### src/rtl/fetch_stage.sv
// Instruction-fetch stage with IF/ID register, one-word hold buffer, redirect and halt handling.
// Optional build macro FETCH_PERF_CNT_EN adds fetch_count_o (saturating count of valid IF/ID loads).
//
// state  | meaning
// FETCH  | requesting imem at pc, loading IF/ID when the word returns
// HOLD   | word captured while decode stalls; no request until released
// DROP   | redirected with a request in flight; wait for it and discard the word
// HALTED | frozen after HALT; only reset leaves
module fetch_stage #(
    parameter logic [15:0] RESET_PC  = 16'h0000,
    parameter logic [15:0] NOP_INSTR = 16'h0800
) (
    input  logic        clk,
    input  logic        rst_n,
    output logic        imem_req,
    output logic [15:0] imem_addr,
    input  logic        imem_ready,
    input  logic [15:0] imem_rdata,
    input  logic        stall_i,
    input  logic        redirect_i,
    input  logic [15:0] redirect_pc_i,
    input  logic        halt_i,
    output logic [15:0] instr_o,
    output logic [4:0]  opcode_o,
    output logic [15:0] pc_plus2_o,
    output logic        valid_o,
    output logic        halted_o
`ifdef FETCH_PERF_CNT_EN
    ,
    output logic [15:0] fetch_count_o
`endif
);

    typedef enum logic [1:0] {
        S_FETCH  = 2'd0,
        S_HOLD   = 2'd1,
        S_DROP   = 2'd2,
        S_HALTED = 2'd3
    } state_t;

    state_t      state_q, state_d;
    logic [15:0] pc_q, pc_d;
    logic [15:0] drop_addr_q, drop_addr_d;
    logic        started_q, started_d;
    logic [15:0] instr_q, instr_d;
    logic [15:0] pc2_q, pc2_d;
    logic        valid_q, valid_d;
    logic [15:0] hold_instr_q, hold_instr_d;
    logic [15:0] hold_pc2_q, hold_pc2_d;
    logic        got;
    logic [15:0] pc_inc;

    always_comb begin
        state_d      = state_q;
        pc_d         = pc_q;
        drop_addr_d  = drop_addr_q;
        started_d    = 1'b1;
        instr_d      = instr_q;
        pc2_d        = pc2_q;
        valid_d      = valid_q;
        hold_instr_d = hold_instr_q;
        hold_pc2_d   = hold_pc2_q;
        imem_req     = 1'b0;
        imem_addr    = pc_q;
        pc_inc       = pc_q + 16'd2;

        // No request in the first cycle after reset, so a stale response is never consumed.
        case (state_q)
            S_FETCH: imem_req = started_q;
            S_DROP: begin
                imem_req  = 1'b1;
                imem_addr = drop_addr_q;
            end
            default: ;
        endcase
        got = imem_req & imem_ready;

        if (state_q != S_HALTED) begin
            if (redirect_i) begin
                pc_d         = {redirect_pc_i[15:1], 1'b0};
                instr_d      = NOP_INSTR;
                valid_d      = 1'b0;
                hold_instr_d = 16'h0000;
                hold_pc2_d   = 16'h0000;
                if (imem_req && !imem_ready) begin
                    state_d = S_DROP;
                    if (state_q == S_FETCH) drop_addr_d = pc_q;
                end else begin
                    state_d = S_FETCH;
                end
            end else if (halt_i) begin
                state_d = S_HALTED;
            end else begin
                case (state_q)
                    S_FETCH: begin
                        if (got && !stall_i) begin
                            instr_d = imem_rdata;
                            pc2_d   = pc_inc;
                            valid_d = 1'b1;
                            pc_d    = pc_inc;
                        end else if (got) begin
                            hold_instr_d = imem_rdata;
                            hold_pc2_d   = pc_inc;
                            pc_d         = pc_inc;
                            state_d      = S_HOLD;
                        end else if (!stall_i) begin
                            valid_d = 1'b0;
                        end
                    end
                    S_HOLD: begin
                        if (!stall_i) begin
                            instr_d = hold_instr_q;
                            pc2_d   = hold_pc2_q;
                            valid_d = 1'b1;
                            state_d = S_FETCH;
                        end
                    end
                    S_DROP: begin
                        if (imem_ready) state_d = S_FETCH;
                    end
                    default: ;
                endcase
            end
        end
    end

    always_ff @(posedge clk or negedge rst_n) begin
        if (!rst_n) begin
            state_q      <= S_FETCH;
            pc_q         <= RESET_PC;
            drop_addr_q  <= RESET_PC;
            started_q    <= 1'b0;
            instr_q      <= NOP_INSTR;
            pc2_q        <= 16'h0000;
            valid_q      <= 1'b0;
            hold_instr_q <= 16'h0000;
            hold_pc2_q   <= 16'h0000;
        end else begin
            state_q      <= state_d;
            pc_q         <= pc_d;
            drop_addr_q  <= drop_addr_d;
            started_q    <= started_d;
            instr_q      <= instr_d;
            pc2_q        <= pc2_d;
            valid_q      <= valid_d;
            hold_instr_q <= hold_instr_d;
            hold_pc2_q   <= hold_pc2_d;
        end
    end

    assign instr_o    = instr_q;
    assign opcode_o   = instr_q[15:11];
    assign pc_plus2_o = pc2_q;
    assign valid_o    = valid_q;
    assign halted_o   = (state_q == S_HALTED);

`ifdef FETCH_PERF_CNT_EN
    logic [15:0] fetch_count_q, fetch_count_d;
    logic        load_valid;

    always_comb begin
        load_valid = (state_q != S_HALTED) && !redirect_i && !halt_i && !stall_i &&
                     (((state_q == S_FETCH) && imem_req && imem_ready) || (state_q == S_HOLD));
        fetch_count_d = fetch_count_q;
        if (load_valid && (fetch_count_q != 16'hFFFF)) fetch_count_d = fetch_count_q + 16'd1;
    end

    always_ff @(posedge clk or negedge rst_n) begin
        if (!rst_n) fetch_count_q <= 16'h0000;
        else        fetch_count_q <= fetch_count_d;
    end

    assign fetch_count_o = fetch_count_q;
`endif

endmodule

### config.mk
export PLATFORM = sky130hd
export DESIGN_NAME = fetch_stage
export DESIGN_NICKNAME = d
export VERILOG_FILES = /design/src/rtl/fetch_stage.sv
export SDC_FILE = /design/constraint.sdc
export NUM_CORES = 1
export LEC_CHECK = 0
export CAP_MARGIN = 20
export CORE_AREA = 2 2 124 126
export DETAILED_ROUTE_END_ITERATION = 8
export DIE_AREA = 0 0 126 128
export HOLD_SLACK_MARGIN = 0.03
export SKIP_CTS_REPAIR_TIMING = 1
export SLEW_MARGIN = 30
export SYNTH_ARGS = -nofsm -noshare
export SYNTH_HDL_FRONTEND = slang
export SYNTH_SLANG_ARGS = --single-unit
### constraint.sdc
create_clock -name clk -period 6.18 [get_ports clk]
set_input_delay 1.236 -clock clk [delete_from_list [all_inputs] [get_ports clk]]
set_output_delay 1.236 -clock clk [all_outputs]
set_load 0.1 [all_outputs]
==> flow_summary.ini <==
[floorplanning]
die_x_um = 126
core-area_sq_um = 14900
die_area_sq_um = 16100
die_height_um = 128
start_util_pct = 34.2
rows = 45
ios = 94

[route]
drtPass1Iterations = 7
drc = 0
num_vias = 4058
routed_wirelength_um = 13300
routedWlPerCell_um = 17.8
via_per_inst = 5.40
drt-initial-drc-count = 285
ant_nets = 0

[timing]
skew_ns = 0.0101
finalHoldViolations = 0
worst_pin_slew_ns = 1.01
maxSlewHeadroom_pct = 32.7
worst_hold_slack_ns = 0.480
finalSetupTns_ns = 0
setup_viol = 0
fmax_ghz = 0.223
slew_viol_final = 0
fin_crit_sh_pct = 72.6
fin_crit_ns = 4.49
rsz0062_at_grt = false

[grt]
overflow = 0
grt_max_degree = 72
grt_pass1_vias = 4012
grt_use_met3_pct = 4.01
antenna_found_initial = 0
grt_usage_pct = 16.9
grt_pass1_wl_um = 21700
use_met1_pct = 23.1
grt.busiest_layer = met2
met2_usage_pct = 26.9

[placed_design]
place_congestion = 0.792
dpl.cell_count = 734
post-dp-hpwl_um = 9110
io_buffers = 91

[run]
cap_violations = 0

[clocking]
htreeDepth = 3
clkTransAtPathRegs_ns = 0.07
cts_tree = yes
clock_sinks = 98
cts_buffer_depth = 2
clk_latency_ns = 0.35
clockRootBuffer = clkbuf_16
cts_buffers = 9

[setup_path]
cp-start-kind = flop
crit_required_ns = 4.94
worstPathMaxFanout = 18
cp.arrival_ns = 3.25
crit_path_end_kind = output port
crit_type = reg2out

[layout]
stdcell_count = 751
area_delta_synth_final_pct = 26.3
diodes = 0
layout-drive-gt1-share_pct = 13.9
nFillCells = 1427
final_cell_mix = dfrtp_1, clkdlybuf4s50_1, o21ai_0
num-nets-final = 603
final_common_cell = dfrtp_1

[yosys]
seq_area_frac_synth_pct = 48.3
synth_edf_count = 0
syn_nets = 531
ys_ff_latch = 98
async_flop_share_pct = 100
syn_area_per_cell_sq_um = 10.5
syn_inst = 486
netlist_area_sq_um = 5080
synth_ff_type = dfrtp_1
yosysWarnings = 0
synth.distinct_cells = 62

[min_path]
hold_class = reg2reg

[status]
status = finished clean
area by class of cell:
| class | instances | area [sq um] | area share, % |
|---|---|---|---|
| tap | 188 | 235 | 3.67 |
| sequential | 98 | 2450 | 38.2 |
| timing repair buffer | 97 | 977 | 15.2 |
| clock inverter | 5 | 78.8 | 1.23 |
| inverter | 13 | 48.8 | 0.760 |
| multi-input combinational | 339 | 2380 | 37.1 |
| clock buffer | 11 | 243 | 3.78 |
cells by family (layout without fill, tap and decap cells):
kind of cell	Yosys count	after routing	synth area share, %
AND/OR/NAND/NOR	114	114	11.7
buffers and inverters	49	126	5.02
flip-flops	98	98	48.3
AO/OA/AOI/OAI	150	150	19.3
other	2	2	0.148
multiplexers	58	58	12.4
adder cells (fa/ha/maj)	7	7	1.72
XOR/XNOR	8	8	1.38
worst max-delay path, cell delays in order (launching register included):
cell and delay (ns):
dfrtp_1 0.42, inv_1 0.14, ha_1 0.73, a21oi_2 0.23, nor2_1 0.19, clkdlybuf4s50_1 1.18
cells in the mapped netlist, types with 10 or more instances:
cell | instances | share of area [%]
o21ai_1 | 13 | 1.3
buf_4 | 10 | 1.5
a21oi_1 | 11 | 1.1
inv_1 | 12 | 0.89
nand3_1 | 14 | 1.4
o21ai_0 | 55 | 5.4
nand2_1 | 41 | 3.0
o211ai_1 | 13 | 1.9
nor2_1 | 14 | 1.0
dfrtp_1 | 97 | 48
mux2_2 | 40 | 8.9
clkbuf_1 | 13 | 0.96
o2bb2ai_1 | 22 | 3.8
mux2i_1 | 17 | 3.3
flip-flops by register name, indices dropped and copies added, names as in the netlist:
| name | cells |
|---|---|
| drop_addr_q | 15 |
| hold_pc2_q | 16 |
| state_q | 2 |
| valid_o | 1 |
| hold_instr_q | 16 |
| instr_o | 16 |
| started_q | 1 |
| pc_q | 15 |
| pc_plus2_o | 16 |
path summary, 6_finish.rpt:
path / startpoint / end / slack (ns) / depth (start not counted)
worst max-delay path: state_q[0] / imem_req / 1.69 / 5
worst min-delay path: hold_pc2_q[13] / hold_pc2_q[13] / 0.48 / 1
worst max register to register: state_q[0] / pc_plus2_o[10] / 3.02 / 6
worst min register to register: hold_pc2_q[13] / hold_pc2_q[13] / 0.48 / 1
max in group asynchronous: rst_n / hold_pc2_q[12] / 4.42 / 2
min in group asynchronous: rst_n / drop_addr_q[9] / 0.79 / 1
per-layer routing:
| metal | up-vias | part of all wire [%] |
|---|---|---|
| li1 | 1925 | - |
| met1 | 2003 | 46 |
| met2 | 111 | 47 |
| met3 | 19 | 5.4 |
| met4 | 0 | 1.6 |
| met5 | - | 0 |
stage by stage:
step,util (%),cell area (sq um),setup slack [ns]
6_report,43.2,6420,1.69
3_5_place_dp,40.8,6060,2.08
5_1_grt,43.2,6420,1.56
4_1_cts,43.0,6390,1.69
3_3_place_gp,40.8,6060,2.11
2_1_floorplan,-,5080,1.80
Power is not shown: default switching activity piles up to over one toggle a cycle in this logic, so the estimate is an artifact.
